File: src/rtl/branch_resolve.sv
// branch_resolve: two-stage branch condition evaluator producing taken/mispredict/redirect
// against an always-taken prediction, with saturating branch and mispredict counters.
module branch_resolve (
  input  logic        clk,
  input  logic        rst,
  input  logic        in_valid,
  output logic        in_ready,
  input  logic [31:0] in_pc,
  input  logic [31:0] in_rs1,
  input  logic [31:0] in_rs2,
  input  logic [31:0] in_imm,
  input  logic [2:0]  in_funct3,
  input  logic        flush,
  output logic        out_valid,
  input  logic        out_ready,
  output logic        out_taken,
  output logic        out_mispredict,
  output logic [31:0] out_redirect_pc,
  output logic        out_illegal,
  output logic [31:0] br_count,
  output logic [31:0] mispred_count
);
  logic        r_s1_valid;
  logic [31:0] r_s1_pc, r_s1_rs1, r_s1_rs2, r_s1_imm;
  logic [2:0]  r_s1_funct3;
  logic        r_s2_valid, r_s2_taken, r_s2_mispredict, r_s2_illegal;
  logic [31:0] r_s2_redirect, r_br_count, r_mispred_count;
  logic        w_drain, w_s1_adv, w_accept, w_eq, w_lt, w_ltu, w_illegal, w_taken;
  logic [31:0] w_redirect;

  assign out_valid       = r_s2_valid & !flush;
  assign w_drain         = out_valid & out_ready;
  assign w_s1_adv        = r_s1_valid & (!r_s2_valid | w_drain);
  assign in_ready        = !r_s1_valid | w_s1_adv;
  assign w_accept        = in_valid & in_ready & !flush;
  assign out_taken       = r_s2_taken;
  assign out_mispredict  = r_s2_mispredict;
  assign out_illegal     = r_s2_illegal;
  assign out_redirect_pc = r_s2_redirect;
  assign br_count        = r_br_count;
  assign mispred_count   = r_mispred_count;

  // funct3[0] inverts the base comparison (BNE/BGE/BGEU)
  always_comb begin
    w_eq       = r_s1_rs1 == r_s1_rs2;
    w_lt       = $signed(r_s1_rs1) < $signed(r_s1_rs2);
    w_ltu      = r_s1_rs1 < r_s1_rs2;
    w_illegal  = r_s1_funct3[2:1] == 2'b01;
    w_taken    = r_s1_funct3[2:1] == 2'b00 ? w_eq  ^ r_s1_funct3[0] :
                 r_s1_funct3[2:1] == 2'b10 ? w_lt  ^ r_s1_funct3[0] :
                 r_s1_funct3[2:1] == 2'b11 ? w_ltu ^ r_s1_funct3[0] : 1'b0;
    w_redirect = r_s1_pc + (w_taken ? r_s1_imm : 32'd4);
  end

  always_ff @(posedge clk) begin
    if (w_accept) begin
      r_s1_pc     <= in_pc;
      r_s1_rs1    <= in_rs1;
      r_s1_rs2    <= in_rs2;
      r_s1_imm    <= in_imm;
      r_s1_funct3 <= in_funct3;
    end
  end

  always_ff @(posedge clk or posedge rst) begin
    if (rst)
      r_s1_valid <= 1'b0;
    else if (flush)
      r_s1_valid <= 1'b0;
    else if (w_accept)
      r_s1_valid <= 1'b1;
    else if (w_s1_adv)
      r_s1_valid <= 1'b0;
  end

  always_ff @(posedge clk or posedge rst) begin
    if (rst) begin
      r_s2_valid      <= 1'b0;
      r_s2_taken      <= 1'b0;
      r_s2_mispredict <= 1'b0;
      r_s2_illegal    <= 1'b0;
      r_s2_redirect   <= 32'd0;
    end else if (flush) begin
      r_s2_valid <= 1'b0;
    end else if (w_s1_adv) begin
      r_s2_valid      <= 1'b1;
      r_s2_taken      <= w_taken;
      r_s2_mispredict <= !w_taken;
      r_s2_illegal    <= w_illegal;
      r_s2_redirect   <= w_redirect;
    end else if (w_drain) begin
      r_s2_valid <= 1'b0;
    end
  end

  always_ff @(posedge clk or posedge rst) begin
    if (rst) begin
      r_br_count      <= 32'd0;
      r_mispred_count <= 32'd0;
    end else if (w_drain) begin
      r_br_count      <= r_br_count + {31'd0, ~&r_br_count};
      r_mispred_count <= r_mispred_count + {31'd0, r_s2_mispredict & ~&r_mispred_count};
    end
  end
endmodule

File: config.mk
export PLATFORM = sky130hd
export DESIGN_NAME = branch_resolve
export DESIGN_NICKNAME = d
export VERILOG_FILES = /design/src/rtl/branch_resolve.sv
export SDC_FILE = /design/constraint.sdc
export NUM_CORES = 1
export LEC_CHECK = 0
export ABC_AREA = 1
export ABC_CLOCK_PERIOD_IN_PS = 13350
export CAP_MARGIN = 15
export CORE_UTILIZATION = 45
export DETAILED_ROUTE_END_ITERATION = 7
export PLACE_DENSITY = 0.79
export SLEW_MARGIN = 20
export SYNTH_ARGS = -nofsm -noshare
export SYNTH_HDL_FRONTEND = slang
export SYNTH_SLANG_ARGS = --single-unit
File: constraint.sdc
create_clock -name clk -period 13.35 [get_ports clk]
set_clock_uncertainty 0.05 [all_clocks]
set_input_delay 2.67 -clock clk [delete_from_list [all_inputs] [get_ports clk]]
set_output_delay 2.67 -clock clk [all_outputs]
set_load 0.01 [all_outputs]
==> run metrics, run 1 <==
outcome=finished clean; CP Data Arrival Time=4.72 ns; Multi-input gate area=4280 um^2; Core Area=25,100 um^2; postcts setup bufs=0; hold crit path type=flop to flop; Max VDD drop=0.0000981 V; WL met3=1.71 mm; dpl ws=5.91 ns; DR DRC count=0; fin util=60.0%; Longest Clk Path Bufs=3; Seq/Total Area, Yosys=56.4%; relative slew slack=40.2%; die area=26,100 um^2; Max Cap Violations=0; CP Max Fanout=13; GP Congestion=0.902; Max Slew Vio Count=0; Yosys reg bits=232; die width=162 um; CTS tree=done; Iteration-0 DRC Markers=594; Final TNS setup=0 ns; hold_buf cts=0; total track usage=20.6%; PortBufs=236; Avg WL per Cell=15.1 um; Critical Path RT=10.63 ns; Yosys cell types=46; RSZ-0062 raised after global routing=no; Final setup viols=0; Final nets=1,600; final hold vios=0; power per cell area=122 nW/um^2; Syn Area/Cell=10.1 um^2; Post-Syn Area=11,500 um^2; f_max=134 MHz; FP Rows=58; GRT overflow=0; P_leak=6.69 nW; H-Tree Depth=1; WL met2=12.7 mm; die height=162 um; Crit. End Element=primary output; register area=6460 um^2; layout cells sized above 1=5.93%; num ports=237; Top Layer Used=met4; initial core utilization=45.6%; dominant synthesized flop cell=edfxtp_1; clk_lat worst skew=0.53 ns; largest net degree at the start of global routing=69; first-pass GRT wire length=43.0 mm; clock sink total=232; total CTS buffers=26; transition time of the tightest slew-check pin=0.897 ns; Reg clk slew, reported paths=0.06 ns; final wirelength=26.4 mm; Post-synth EDFFs=131; Gate Count Post-Synth=1,137; Detail Route Antenna Nets=0; vias=8,725; fin worst setup slack=5.91 ns; DR pass1 iterations=5; fin crit share=55.8%; DR vias/cell=4.99; Final min period=7.44 ns; Filler cells=2,114; met1 WL=11.0 mm; # resized after CTS=0; Yosys warning count=0; P&R area growth vs syn=31.5%; Synthesized Nets=1,341; DP HPWL=19.9 mm; initial antenna violation count=2; critical path launch point type=input pin; clk root buf=clkbuf_16; asr flop ratio synth=43.5%; Total Power=1.84 mW; vias in the first global route=8,798; Crit Path Class=input pin to primary output
layer usage:
metal / vias to the layer above / track usage (%)
met1: 4061 / 25.8
met3: 60 / 3.72
met5: - / 0
met2: 307 / 35.3
met4: 0 / 8.19
li1: 4297 / -
where the power goes:
part | switching, mW | internal, mW | total (mW)
registers | 0.0342 | 0.818 | 0.852
clock network | 0.279 | 0.398 | 0.677
logic | 0.158 | 0.154 | 0.312
logic make-up after synthesis:
| kind of cell | count (synthesis) | synth area share [%] |
|---|---|---|
| compound gates | 121 | 5.92 |
| simple gates | 456 | 18.6 |
| flops | 232 | 56.4 |
| xor+xnor | 68 | 5.26 |
| buf+inv | 192 | 6.36 |
| fa+ha+maj | 68 | 7.49 |
sequential cells by signal, summed over array words and instances, names as in the netlist, 3 cells and up:
register,cells
r_s1_funct3,3
br_count,32
r_s1_imm,32
r_s1_pc,32
r_s1_rs1,32
r_s1_rs2,32
mispred_count,32
out_redirect_pc,32
worst max-delay path, cell delays in order:
cell and delay, ns:
clkdlybuf4s50_1 0.66, nor2_4 0.08, nand2_4 0.18, inv_2 0.11, nor2_1 0.21, inv_1 0.09, nor2_1 0.15, inv_1 0.08
clkdlybuf4s50_1 0.48
synthesized netlist by cell type, types with 22 or more instances:
cell type / number / area, um^2
nand2_1: 216 / 811
inv_1: 180 / 676
edfxtp_1: 131 / 3930
dfrtp_1: 101 / 2530
nor2_1: 98 / 368
ha_1: 67 / 838
a21oi_1: 50 / 250
nand3_1: 48 / 240
xor2_1: 45 / 394
o21ai_0: 36 / 180
nand4_1: 23 / 144
nor3_1: 22 / 110
xnor2_1: 22 / 193
cells in the final DEF, fill, tap and decap left out, drive strengths merged, types with 13 or more instances in the layout:
master / instances
nand2: 219
dfrtp: 101
nor2: 112
nand4: 25
a31oi: 13
edfxtp: 131
nand3: 53
clkdlybuf4s50: 236
clkbuf: 32
xnor2: 23
inv: 183
clkinv: 14
nor3: 25
a21oi: 50
xor2: 45
o21ai: 39
ha: 67
area by class of cell:
class                           count  area share, %
Multi-Input combinational cell    713           28.4
Inverter                          182           4.55
Timing Repair Buffer              241           15.9
Tap cell                          330           2.74
Clock inverter                     16          0.673
Clock buffer                       32           4.75
Antenna cell                        2         0.0332
Sequential cell                   232           42.9
final timing paths:
| check | start | endpoint | slack (ns) | cells after the start |
|---|---|---|---|---|
| max | flush | in_ready | 5.91 | 9 |
| min | out_redirect_pc[13] | out_redirect_pc[13] | 0.43 | 2 |
| max reg2reg | r_s1_rs1[31] | out_redirect_pc[26] | 8.65 | 28 |
| min reg2reg | out_redirect_pc[13] | out_redirect_pc[13] | 0.43 | 2 |
| max in group asynchronous | rst | mispred_count[18] | 9.55 | 3 |
| min in group asynchronous | rst | r_s2_valid | 2.46 | 2 |
per-stage QoR:
step | area (um^2) | instances | hold slack [ns]
floorplan | 11500 | 1137 | 0.437
global placement | 14200 | 1698 | 0.406
detailed placement | 14200 | 1698 | 0.415
CTS | 15100 | 1746 | 0.431
global route | 15100 | 1748 | 0.457
finish | 15100 | 1748 | 0.428
(Power assumes the default switching activity.)
==> run 2, diff against run 1 <==
--- a/config.mk
+++ b/config.mk
@@ -6,7 +6,7 @@
 export NUM_CORES = 1
 export LEC_CHECK = 0
 export ABC_AREA = 1
-export ABC_CLOCK_PERIOD_IN_PS = 13350
+export ABC_CLOCK_PERIOD_IN_PS = 7020
 export CAP_MARGIN = 15
 export CORE_UTILIZATION = 45
 export DETAILED_ROUTE_END_ITERATION = 7
==> constraint.sdc (replaced) <==
create_clock -name clk -period 7.02 [get_ports clk]
set_clock_uncertainty 0.05 [all_clocks]
set_input_delay 1.404 -clock clk [delete_from_list [all_inputs] [get_ports clk]]
set_output_delay 1.404 -clock clk [all_outputs]
set_load 0.01 [all_outputs]
==> run 2 against run 1 <==
Against the previous run: sequential cell count is the same; via count up 0.13%; largest cell class unchanged; first-iteration DRC count increased by 8.1%; worst setup slack worse by 4.0 ns; sequential power up 90%; cell count fell by 0.11%; wire length up 1.3%.
==> run metrics, run 2 (synthesized netlist as in run 1, its figures left out) <==
CP Max Fanout=13; clk root buf=clkbuf_16; vias=8,736; hold_buf cts=0; P_leak=6.72 nW; hold crit path type=flop to flop; power per cell area=238 nW/um^2; total CTS buffers=26; Crit. End Element=primary output; commonest non-fill, non-tap cell in the layout=clkdlybuf4s50_1; Core Area=25,100 um^2; Detail Route Antenna Nets=0; placed cell count=1,697; GP Congestion=0.881; CP Data Arrival Time=3.62 ns; RR Startpoint=r_s1_rs1[31]; fin cells=1,746; initial core utilization=45.6%; GRT overflow=0; Max Slew Vio Count=0; f_max=197 MHz; critical path launch point type=input pin; Crit Path Class=input pin to primary output; RSZ-0062 raised after global routing=no; P&R area growth vs syn=32.2%; die width=162 um; final wirelength=26.7 mm; final hold vios=0; PortBufs=236; initial antenna violation count=1; CTS tree=done; largest net degree at the start of global routing=118; Final min period=5.08 ns; Hold Slack=0.432 ns; DR pass1 iterations=6; total track usage=20.5%; num ports=237; Final TNS setup=0 ns; DR DRC count=0; die area=26,100 um^2; worst stage delay on the critical path=0.70 ns; Worst Setup SP=flush; relative slew slack=36.8%; # resized after CTS=0; FP Rows=58; vias in the first global route=8,639; Max VDD drop=0.000221 V; Reg clk slew, reported paths=0.06 ns; H-Tree Depth=1; Max Cap Violations=0; outcome=finished clean; clk_lat worst skew=0.53 ns; Iteration-0 DRC Markers=642; DP HPWL=20.1 mm; Final nets=1,599; first-pass GRT wire length=42.4 mm; layout cells sized above 1=6.01%; HP Start=out_redirect_pc[13]; CP delay by family, top=buffers and inverters; slowest library cell on the worst path=clkdlybuf4s50_1; Longest Clk Path Bufs=3; postcts setup bufs=0; DR vias/cell=5.00; Buf/Inv on CP=5; Avg WL per Cell=15.3 um; transition time of the tightest slew-check pin=0.945 ns; most frequent cells in the layout=clkdlybuf4s50_1 (236), nand2_1 (216), inv_1 (179), edfxtp_1 (131), dfrtp_1 (101); die height=162 um; worst-path cell chain=clkdlybuf4s50_1 -> nor2_4 -> nand2_4 -> inv_2 -> nor2_1 -> inv_1 -> nor2_1 -> inv_1 -> clkdlybuf4s50_1; clock sink total=232; Critical Path RT=5.57 ns; Final setup viols=0; fin crit share=72.3%; Total Power=3.61 mW
-- run 2: cell count changes in the layout (fill, tap and decap cells not counted), sizes merged --
cell / previous run / this run
buf: 5 / 4
clkbuf: 32 / 43
clkinv: 14 / 3
diode: 2 / 1
bufinv: 1 / 2
inv: 183 / 182
-- run 2: worst min-delay path, cell delays in order (launching register included) --
cell and delay [ns]:
dfrtp_1 0.34, nand2_1 0.06, nand2_1 0.05
-- run 2: layer usage --
metal | wire, um | part of all wire, % | vias up | track usage (%)
li1 | - | - | 4280 | -
met5 | 0 | 0 | - | 0
met4 | 808 | 3.0 | 0 | 6.56
met1 | 11000 | 41 | 4119 | 25.3
met2 | 13300 | 50 | 285 | 36.3
met3 | 1630 | 6.1 | 52 | 3.57
-- run 2: worst paths after layout --
check	to	slack, ns	cells after the start
min in group asynchronous	mispred_count[28]	1.20	2
max in group asynchronous	out_redirect_pc[16]	4.46	3
hold / removal	out_redirect_pc[13]	0.43	2
setup reg to reg	out_redirect_pc[26]	2.47	29
hold reg to reg	out_redirect_pc[13]	0.43	2
setup / recovery	in_ready	1.94	9
-- run 2: power by group --
group | switching (mW) | internal [mW] | leakage, nW | total, mW
registers | 0.0634 | 1.55 | 2.48 | 1.62
clock network | 0.530 | 0.864 | 0.439 | 1.39
logic | 0.302 | 0.295 | 3.80 | 0.597
total | 0.896 | 2.71 | 6.72 | 3.61
-- run 2: final cells by class --
type | instances | area [um^2]
clock inverters | 5 | 78.8
flip-flops and latches | 232 | 6460
multi-input cells | 713 | 4280
inverters | 182 | 686
fillers | 2076 | 9960
well taps | 330 | 413
repair buffers | 240 | 2400
diodes | 1 | 2.50
clock buffers | 43 | 817
-- run 2: through the flow --
stage	setup WS, ns	util, %	cell area [um^2]
floorplan	1.49	-	11500
global placement	2.05	56.7	14200
detailed placement	1.96	56.7	14200
CTS	1.96	60.3	15100
global route	1.78	60.3	15100
finish	1.94	60.3	15100
==> run 3, diff against run 2 <==
--- a/config.mk
+++ b/config.mk
@@ -6,7 +6,7 @@
 export NUM_CORES = 1
 export LEC_CHECK = 0
 export ABC_AREA = 1
-export ABC_CLOCK_PERIOD_IN_PS = 7020
+export ABC_CLOCK_PERIOD_IN_PS = 5000
 export CAP_MARGIN = 15
 export CORE_UTILIZATION = 45
 export DETAILED_ROUTE_END_ITERATION = 7
==> constraint.sdc (replaced) <==
create_clock -name clk -period 5 [get_ports clk]
set_clock_uncertainty 0.05 [all_clocks]
set_input_delay 1 -clock clk [delete_from_list [all_inputs] [get_ports clk]]
set_output_delay 1 -clock clk [all_outputs]
set_load 0.01 [all_outputs]
==> run 3 against run 2 <==
Against the previous run: worst setup slack got worse by 1.3 ns; hold slack worse by 0.0041 ns; via count about the same; die area unchanged; largest power group unchanged; wire length grew 0.63%; critical path depth grew 14.
==> run metrics, run 3 (synthesized netlist as in run 1, its figures left out) <==
worst hold path endpoint=out_illegal; Detail Route Antenna Nets=0; DR pass1 iterations=5; Core Area=25,100 um^2; postcts setup bufs=0; RR Startpoint=r_s1_rs1[31]; die height=162 um; Final setup viols=0; PortBufs=236; commonest non-fill, non-tap cell in the layout=clkdlybuf4s50_1; fin util=60.7%; Max VDD drop=0.000261 V; Longest Clk Path Bufs=3; DP HPWL=20.6 mm; CP delay by family, top=simple AND/OR/NAND/NOR gates; vias=8,742; total track usage=21.2%; layout cells sized above 1=6.54%; transition time of the tightest slew-check pin=1.01 ns; DR vias/cell=4.99; die area=26,100 um^2; f_max=231 MHz; DR DRC count=0; Avg WL per Cell=15.3 um; RSZ-0062 raised after global routing=no; most used cell, CP=nand2_1; Max Cap Violations=0; Final min period=4.32 ns; CP Max Fanout=13; Worst Setup SP=r_s1_rs1[31]; FP Rows=58; P_leak=6.75 nW; power per cell area=334 nW/um^2; first-pass GRT wire length=43.8 mm; GRT overflow=0; CP Data Arrival Time=4.69 ns; final hold vios=0; reg2reg setup slack=0.68 ns; clk_lat worst skew=0.53 ns; hold_buf cts=0; most frequent cells in the layout=clkdlybuf4s50_1 (236), nand2_1 (215), inv_1 (178), edfxtp_1 (131), dfrtp_1 (101); GP Congestion=0.919; Hold Slack=0.428 ns; Worst Reg-to-Reg Cells=23; Hold Path Stages=2; die width=162 um; num ports=237; final wirelength=26.9 mm; HP Start=out_illegal; relative slew slack=32.4%; Final nets=1,606; Filler cells=2,103; H-Tree Depth=1; Crit Path Class=flop to flop; Critical Path RT=5.36 ns; Buf/Inv on CP=0; total CTS buffers=26; outcome=finished clean; CTS tree=done; P&R area growth vs syn=33.0%; slowest library cell on the worst path=edfxtp_1; Diodes inserted=0; critical path launch point type=flop; worst stage delay on the critical path=0.37 ns; vias in the first global route=8,874; worst-path cell chain=ha_1 -> nand2_1 -> nor2_1 -> nand4_1 -> nor2_1 -> nand2_1 -> nand2_1 -> nand2_1 -> nand3_1 -> nand2_2 -> or2_2 -> ha_1 -> nand3_1 -> nand2_1 -> a21oi_1 -> o21ai_0 -> a21boi_0 -> o21ai_0 -> nand3_1 -> nand2_1 -> nand2_1 -> nand3_1 -> nand2_1; Total Power=5.09 mW; clock sink total=232; Reg clk slew, reported paths=0.06 ns; FF-to-FF End=out_redirect_pc[27]; Final TNS setup=0 ns; largest net degree at the start of global routing=61; initial antenna violation count=0; initial core utilization=45.6%; hold crit path type=flop to flop; # resized after CTS=0; fin crit share=86.5%; clk root buf=clkbuf_16; Crit. End Element=flop; Iteration-0 DRC Markers=639; Max Slew Vio Count=0
==> run 3: cell types whose count changed in the layout (fill, tap and decap cells not counted), moves of 2 or more <==
cell       before  now
bufinv_16       2    5
clkinv_1        0    4
buf_12          1    3
nor2_1         98   96
clkbuf_8        6    0
buf_4           3    8
clkbuf_16      28   26
==> run 3: worst max path at each step <==
stage	endpoint	slack (ns)	cells after the start
finish	out_redirect_pc[27]	0.68	23
global route	out_redirect_pc[26]	0.05	28
CTS	out_redirect_pc[29]	0.41	25
detailed placement	out_redirect_pc[29]	0.39	25
global placement	out_redirect_pc[29]	0.48	25
floorplan	r_s1_funct3[0]	-0.09	7
==> run 3: layer usage <==
| metal | wire length (um) | part of all wire, % | track usage (%) | vias to the layer above |
|---|---|---|---|---|
| li1 | - | - | - | 4301 |
| met1 | 11400 | 42 | 26.7 | 4111 |
| met2 | 13300 | 50 | 37.4 | 287 |
| met3 | 1550 | 5.7 | 3.44 | 43 |
| met4 | 619 | 2.3 | 5.92 | 0 |
| met5 | 0 | 0 | 0 | - |
==> run 3: power breakdown <==
group | switching (mW) | internal, mW | leakage, nW
registers | 0.0971 | 2.18 | 2.48
clock network | 0.751 | 1.22 | 0.430
logic | 0.422 | 0.420 | 3.84
total | 1.27 | 3.82 | 6.75
==> run 3: area by class of cell <==
class | count | area [um^2] | share of cell area (%)
Clock buffer | 34 | 681 | 4.47
Clock inverter | 14 | 209 | 1.37
Inverter | 182 | 691 | 4.53
Multi-Input combinational cell | 713 | 4300 | 28.2
Sequential cell | 232 | 6460 | 42.4
Tap cell | 330 | 413 | 2.71
Timing Repair Buffer | 247 | 2480 | 16.3
==> run 3: per-stage QoR <==
stage          cell area, um^2  cells  setup WS, ns
2_1_floorplan            11500   1137       -0.0913
3_3_place_gp             14300   1704         0.478
3_5_place_dp             14300   1704         0.389
4_1_cts                  15200   1752         0.408
5_1_grt                  15200   1752        0.0490
6_report                 15200   1752         0.675
==> run 3: worst reg2reg max path, stage by stage (launching register included) <==
cell	delay, ns
edfxtp_1	0.37
ha_1	0.33
nand2_1	0.08
nor2_1	0.16
nand4_1	0.16
nor2_1	0.22
nand2_1	0.10
nand2_1	0.07
nand2_1	0.05
nand3_1	0.13
nand2_2	0.21
or2_2	0.34
ha_1	0.33
nand3_1	0.09
nand2_1	0.11
a21oi_1	0.12
o21ai_0	0.34
a21boi_0	0.20
o21ai_0	0.35
nand3_1	0.19
nand2_1	0.10
nand2_1	0.05
nand3_1	0.07
nand2_1	0.05
